<file path="src/rtl/cpu_pkg.sv">
// ============================================================================
//  cpu_pkg : shared constants for the multicycle CPU control path
//  Rev 1.0 : initial release
// ============================================================================
`default_nettype none

package cpu_pkg;

    // One-hot beat encodings, shared with the beat generator
    localparam logic [3:0] BEAT_IDLE = 4'b0000;
    localparam logic [3:0] BEAT_T0   = 4'b0001;
    localparam logic [3:0] BEAT_T1   = 4'b0010;
    localparam logic [3:0] BEAT_T2   = 4'b0100;
    localparam logic [3:0] BEAT_T3   = 4'b1000;

    localparam logic [3:0] OP_NOP = 4'h0;
    localparam logic [3:0] OP_ADD = 4'h1;
    localparam logic [3:0] OP_SUB = 4'h2;
    localparam logic [3:0] OP_AND = 4'h3;
    localparam logic [3:0] OP_OR  = 4'h4;
    localparam logic [3:0] OP_LD  = 4'h5;
    localparam logic [3:0] OP_ST  = 4'h6;
    localparam logic [3:0] OP_JMP = 4'h7;
    localparam logic [3:0] OP_JZ  = 4'h8;
    localparam logic [3:0] OP_HLT = 4'hF;

    localparam int OPC_MSB = 15;
    localparam int OPC_LSB = 12;
    localparam int RD_MSB  = 11;
    localparam int RD_LSB  = 8;
    localparam int IMM_MSB = 7;
    localparam int IMM_LSB = 0;

    localparam logic [1:0] ALU_ADD = 2'b00;
    localparam logic [1:0] ALU_SUB = 2'b01;
    localparam logic [1:0] ALU_AND = 2'b10;
    localparam logic [1:0] ALU_OR  = 2'b11;

    typedef enum logic [0:0] {
        ST_RUN  = 1'b0,
        ST_HALT = 1'b1
    } ctrl_state_t;

endpackage

`default_nettype wire

</file>
<file path="src/rtl/cpu_decode.sv">
// ============================================================================
//  cpu_decode : combinational opcode classifier for cpu_ctrl
//  Rev 1.0 : initial release
// ============================================================================
`default_nettype none

module cpu_decode
    import cpu_pkg::*;
(
    input  logic [3:0] opcode_i,
    output logic       is_alu_o,
    output logic       is_ld_o,
    output logic       is_st_o,
    output logic       is_jmp_o,
    output logic       is_jz_o,
    output logic       is_hlt_o,
    output logic       is_illegal_o,
    output logic [1:0] alu_op_o
);

    always_comb begin
        is_alu_o     = 1'b0;
        is_ld_o      = 1'b0;
        is_st_o      = 1'b0;
        is_jmp_o     = 1'b0;
        is_jz_o      = 1'b0;
        is_hlt_o     = 1'b0;
        is_illegal_o = 1'b0;
        alu_op_o     = ALU_ADD;
        case (opcode_i)
            OP_NOP: ;
            OP_ADD: begin is_alu_o = 1'b1; alu_op_o = ALU_ADD; end
            OP_SUB: begin is_alu_o = 1'b1; alu_op_o = ALU_SUB; end
            OP_AND: begin is_alu_o = 1'b1; alu_op_o = ALU_AND; end
            OP_OR:  begin is_alu_o = 1'b1; alu_op_o = ALU_OR;  end
            OP_LD:  is_ld_o  = 1'b1;
            OP_ST:  is_st_o  = 1'b1;
            OP_JMP: is_jmp_o = 1'b1;
            OP_JZ:  is_jz_o  = 1'b1;
            OP_HLT: is_hlt_o = 1'b1;
            // 9..E fall through as NOP but are flagged
            default: is_illegal_o = 1'b1;
        endcase
    end

endmodule

`default_nettype wire

</file>
<file path="src/rtl/cpu_ctrl.sv">
// ============================================================================
//  cpu_ctrl : beat-driven fetch/decode/execute control unit with PC and halt
//  Rev 1.0 : initial release
// ============================================================================
`default_nettype none

module cpu_ctrl
    import cpu_pkg::*;
#(
    parameter int PC_W = 8,
    parameter int IR_W = 16
) (
    input  logic            clk,
    input  logic            rst,
    input  logic [3:0]      t,
    input  logic [IR_W-1:0] instr,
    input  logic            imem_ready,
    input  logic            zero_flag,
    output logic [PC_W-1:0] imem_addr,
    output logic [PC_W-1:0] pc,
    output logic [IR_W-1:0] ir,
    output logic [3:0]      rd,
    output logic [7:0]      imm,
    output logic [1:0]      alu_op,
    output logic            alu_en,
    output logic            mem_rd,
    output logic            mem_wr,
    output logic            rf_we,
    output logic            halted,
    output logic            illegal,
    output logic            beat_err
);

    ctrl_state_t     state_q, state_d;
    logic [PC_W-1:0] pc_q, pc_d;
    logic [IR_W-1:0] ir_q, ir_d;
    logic            ivalid_q, ivalid_d;
    logic            illegal_q, illegal_d;
    logic            beat_err_q, beat_err_d;

    logic       dec_alu, dec_ld, dec_st, dec_jmp, dec_jz, dec_hlt, dec_illegal;
    logic [1:0] dec_alu_op;
    logic       run, exec, beat_bad;

    cpu_decode u_decode (
        .opcode_i     (ir_q[OPC_MSB:OPC_LSB]),
        .is_alu_o     (dec_alu),
        .is_ld_o      (dec_ld),
        .is_st_o      (dec_st),
        .is_jmp_o     (dec_jmp),
        .is_jz_o      (dec_jz),
        .is_hlt_o     (dec_hlt),
        .is_illegal_o (dec_illegal),
        .alu_op_o     (dec_alu_op)
    );

    assign run  = (state_q == ST_RUN);
    assign exec = run && ivalid_q;
    // More than one bit set: the cycle is flagged and otherwise ignored
    assign beat_bad = (t != BEAT_IDLE) && ((t & (t - 4'd1)) != 4'd0);

    always_comb begin
        state_d    = state_q;
        pc_d       = pc_q;
        ir_d       = ir_q;
        ivalid_d   = ivalid_q;
        illegal_d  = illegal_q;
        beat_err_d = beat_err_q || beat_bad;
        alu_en     = 1'b0;
        alu_op     = ALU_ADD;
        mem_rd     = 1'b0;
        mem_wr     = 1'b0;
        rf_we      = 1'b0;

        if (run && t == BEAT_T0) begin
            ivalid_d = imem_ready;
            if (imem_ready) begin
                ir_d = instr;
            end
        end

        if (exec && t == BEAT_T2) begin
            alu_en = dec_alu;
            alu_op = dec_alu ? dec_alu_op : ALU_ADD;
            mem_rd = dec_ld;
            mem_wr = dec_st;
        end

        if (exec && t == BEAT_T3) begin
            rf_we = dec_alu || dec_ld;
            if (dec_illegal) begin
                illegal_d = 1'b1;
            end
            if (dec_jmp || (dec_jz && zero_flag)) begin
                pc_d = PC_W'(ir_q[IMM_MSB:IMM_LSB]);
            end else if (dec_hlt) begin
                state_d = ST_HALT;
            end else begin
                pc_d = pc_q + PC_W'(1);
            end
        end
    end

    always_ff @(posedge clk) begin
        if (!rst) begin
            state_q    <= ST_RUN;
            pc_q       <= '0;
            ir_q       <= '0;
            ivalid_q   <= 1'b0;
            illegal_q  <= 1'b0;
            beat_err_q <= 1'b0;
        end else begin
            state_q    <= state_d;
            pc_q       <= pc_d;
            ir_q       <= ir_d;
            ivalid_q   <= ivalid_d;
            illegal_q  <= illegal_d;
            beat_err_q <= beat_err_d;
        end
    end

    assign pc        = pc_q;
    assign imem_addr = pc_q;
    assign ir        = ir_q;
    assign rd        = ir_q[RD_MSB:RD_LSB];
    assign imm       = ir_q[IMM_MSB:IMM_LSB];
    assign halted    = (state_q == ST_HALT);
    assign illegal   = illegal_q;
    assign beat_err  = beat_err_q;

endmodule

`default_nettype wire

</file>
<file path="config.mk">
export PLATFORM = sky130hd
export DESIGN_NAME = cpu_ctrl
export DESIGN_NICKNAME = d
export VERILOG_FILES = /design/src/rtl/cpu_pkg.sv /design/src/rtl/cpu_decode.sv /design/src/rtl/cpu_ctrl.sv
export SDC_FILE = /design/constraint.sdc
export NUM_CORES = 1
export LEC_CHECK = 0
export BUFFER_PORTS_ARGS = -buffer_cell sky130_fd_sc_hd__buf_2
export CELL_PAD_IN_SITES_DETAIL_PLACEMENT = 0
export CELL_PAD_IN_SITES_GLOBAL_PLACEMENT = 1
export CORE_ASPECT_RATIO = 0.8
export CORE_MARGIN = 2
export CORE_UTILIZATION = 32
export CTS_CLUSTER_SIZE = 30
export DETAILED_ROUTE_END_ITERATION = 12
export MAX_ROUTING_LAYER = met4
export PLACE_DENSITY_LB_ADDON = 0.2
export SLEW_MARGIN = 20
export SYNTH_ARGS = -nofsm -noshare
export SYNTH_HDL_FRONTEND = slang
export SYNTH_HIERARCHICAL = 1
export SYNTH_SLANG_ARGS = --single-unit
export TNS_END_PERCENT = 1
</file>
<file path="constraint.sdc">
create_clock -name clk -period 2.65 [get_ports clk]
set_clock_uncertainty 0.1 [all_clocks]
set_input_delay 0.1325 -clock clk [delete_from_list [all_inputs] [get_ports clk]]
set_output_delay 0.1325 -clock clk [all_outputs]
set_load 0.02 [all_outputs]
</file>
==> reports/metrics.yaml <==
synth_cell_type_count: 42
synth-edff-count: 0
rsz0062_at_grt: "no"
pin_count: 77
ys_warn_count: 6
n_fill_cell: 534
r2r-end: "imem_addr[0]$_SDFFE_PN0P_"
worstHoldStart: "rst"
async_flop_share: 0
hold_class: "in -> reg"
viasPerCell: 4.73
postSynthCellCount: 205
r2r_cells: 5
ant_nets: 0
stdcell_count: 336
cp-start-kind: "register"
vias: 1588
dp_cells: 316
maxCapViolCount: 0
first_pass_iters: 4
layout_common_cells: "76 x buf_2, 45 x nand2_1, 28 x dfxtp_1"
end_kind: "register"
setup-violations-final: 0
grt_overflow: 0
slew_headroom: 0.432
io_buffers: 76
area_growth_pct: 29.2
nNetsFinal: 300
cts_max_path_buffers: 2
grt_pass1_wl_um: 7270
p_leak_nw: 0.936
hold_viol_final: 0
die_y_um: 67.4
reg2reg_slack_ns: 0.56
timing.fmax_mhz: 478
grt_pass1_vias: 1485
gp_congestion: 0.760
final_layout_size_suffix_gt1_frac: 0.343
clk_pin_slew_ns: 0.10
grt_max_degree: 22
final_common_cell: "buf_2"
antennaDiodeCount: 0
drv_slew: 0
cts_root_buf: "clkbuf_8"
crit_path_start: "ir[12]$_SDFFE_PN0P_"
antenna_found_initial: 0
hold_ws_ns: 0.0743
yosys_register_bits: 28
crit_end: "imem_addr[0]$_SDFFE_PN0P_"
drc: 0
min_period_ns: 2.09
cts_sinks: 28
cts_resized: 0
peakVddDrop_mv: 0.238
drtIter0Drc: 65
crit_fanout: 12
syn_area_mm2: 0.00161
cts_tree: "built"
cp.arrival_ns: 2.20
p_per_area_mw_per_mm2: 377
post-dp-hpwl_um: 3010
track_usage: 0.164
die_area_mm2: 0.00562
seq_area_frac_synth: 0.348
wl_per_cell_um: 12.7
syn_nets: 230
numCtsBuffers: 3
finalCritPeriodShare: 0.789
worstSkewPairLatency_ns: 0.28
fin_tns_setup_ns: 0
status: "finished, final reports clean"
start_util: 0.327
worstMarginPinSlew_ns: 0.851
reg2reg_from: "ir[12]$_SDFFE_PN0P_"
worstPathRequired_ns: 2.75
critical_path_class: "reg -> reg"
core-area_mm2: 0.00492
rows: 23
avgSynthCellArea_um2: 7.85
ys.flop_type: "dfxtp_1"
die_x_um: 83.3
drt-total-wl_um: 4260
htree_levels: 1
## cells in the mapped netlist, types with 2 or more instances
library cell | n | area share
a21o_1 | 3 | 0.014
a21oi_1 | 15 | 0.047
a21oi_2 | 9 | 0.049
a31oi_1 | 2 | 0.0078
and2_1 | 6 | 0.023
and3_1 | 5 | 0.019
buf_2 | 3 | 0.0093
buf_4 | 21 | 0.098
buf_6 | 2 | 0.014
dfxtp_1 | 28 | 0.35
inv_1 | 5 | 0.012
nand2_1 | 45 | 0.10
nand3_1 | 6 | 0.019
nor2_1 | 8 | 0.019
nor3_1 | 3 | 0.0093
nor3b_1 | 2 | 0.0093
nor3b_2 | 2 | 0.016
nor4_1 | 2 | 0.0078
o211ai_1 | 2 | 0.0093
o21ai_0 | 10 | 0.031
o31ai_1 | 2 | 0.0093
or3_1 | 4 | 0.016
## report_power, final
group / total [mW] / switching (mW) / internal [mW]
combinational: 0.0826 / 0.0415 / 0.0411
sequential: 0.430 / 0.00511 / 0.425
clock: 0.270 / 0.137 / 0.133
total: 0.783 / 0.184 / 0.599
## critical path, stage by stage (launching register included)
cell	delay, ns
dfxtp_1	0.42
nor4b_1	0.43
a21o_1	0.37
o211ai_1	0.20
or3_1	0.35
a31oi_1	0.15
## worst min-delay path by stage
| stage | end | slack (ns) | cells past startpoint |
|---|---|---|---|
| after floorplan | ir[6]$_SDFFE_PN0P_ | 0.17 | 2 |
| after global placement | ir[1]$_SDFFE_PN0P_ | 0.28 | 3 |
| after global routing | imem_addr[6]$_SDFFE_PN0P_ | 0.08 | 3 |
| after CTS | imem_addr[6]$_SDFFE_PN0P_ | 0.07 | 3 |
| after detailed placement | ir[1]$_SDFFE_PN0P_ | 0.28 | 3 |
| final | imem_addr[6]$_SDFFE_PN0P_ | 0.07 | 3 |
## registers in the layout, summed over array words and instances, names as in the netlist
register / flops
beat_err: 1
halted: 1
illegal: 1
imem_addr: 8
ir: 16
ivalid_q: 1
## layout make-up
type / instances / area, um2 / area share
repair buffers: 94 / 556 / 0.267
multi-input cells: 143 / 812 / 0.390
well taps: 62 / 77.6 / 0.0373
inverters: 5 / 18.8 / 0.00903
flip-flops and latches: 28 / 561 / 0.270
clock buffers: 4 / 55.1 / 0.0265
## kinds of logic after synthesis
logic type	synth area share
compound gates	0.203
xor+xnor	0.00544
fa+ha+maj	0.0140
buf+inv	0.147
flops	0.348
simple gates	0.282
## stage by stage
step | area, um2 | total power, mW | utilization | setup WS, ns
6_report | 2080 | 0.783 | 0.423 | 0.559
5_1_grt | 2080 | 0.824 | 0.423 | 0.274
3_5_place_dp | 1860 | 0.505 | 0.379 | 0.603
3_3_place_gp | 1860 | 0.505 | 0.379 | 0.600
4_1_cts | 2080 | 0.796 | 0.423 | 0.563
2_1_floorplan | 1610 | 0.474 | - | 0.697
## per-layer routing
metal,GRT usage,wire [um],up-vias
li1,-,-,826
met4,0.0246,24,0
met1,0.220,2120,707
met2,0.263,1850,53
met5,-,0,-
met3,0.0367,264,2
## timing repair
| item | in CTS | in global routing |
|---|---|---|
| endpoints found under the hold margin | 16 | 0 |
| setup endpoints to repair | 0 | 0 |
| buffers inserted | 0 | 0 |
| hold buffers | 16 | 0 |
No activity file was read; power rests on OpenSTA's default activity.
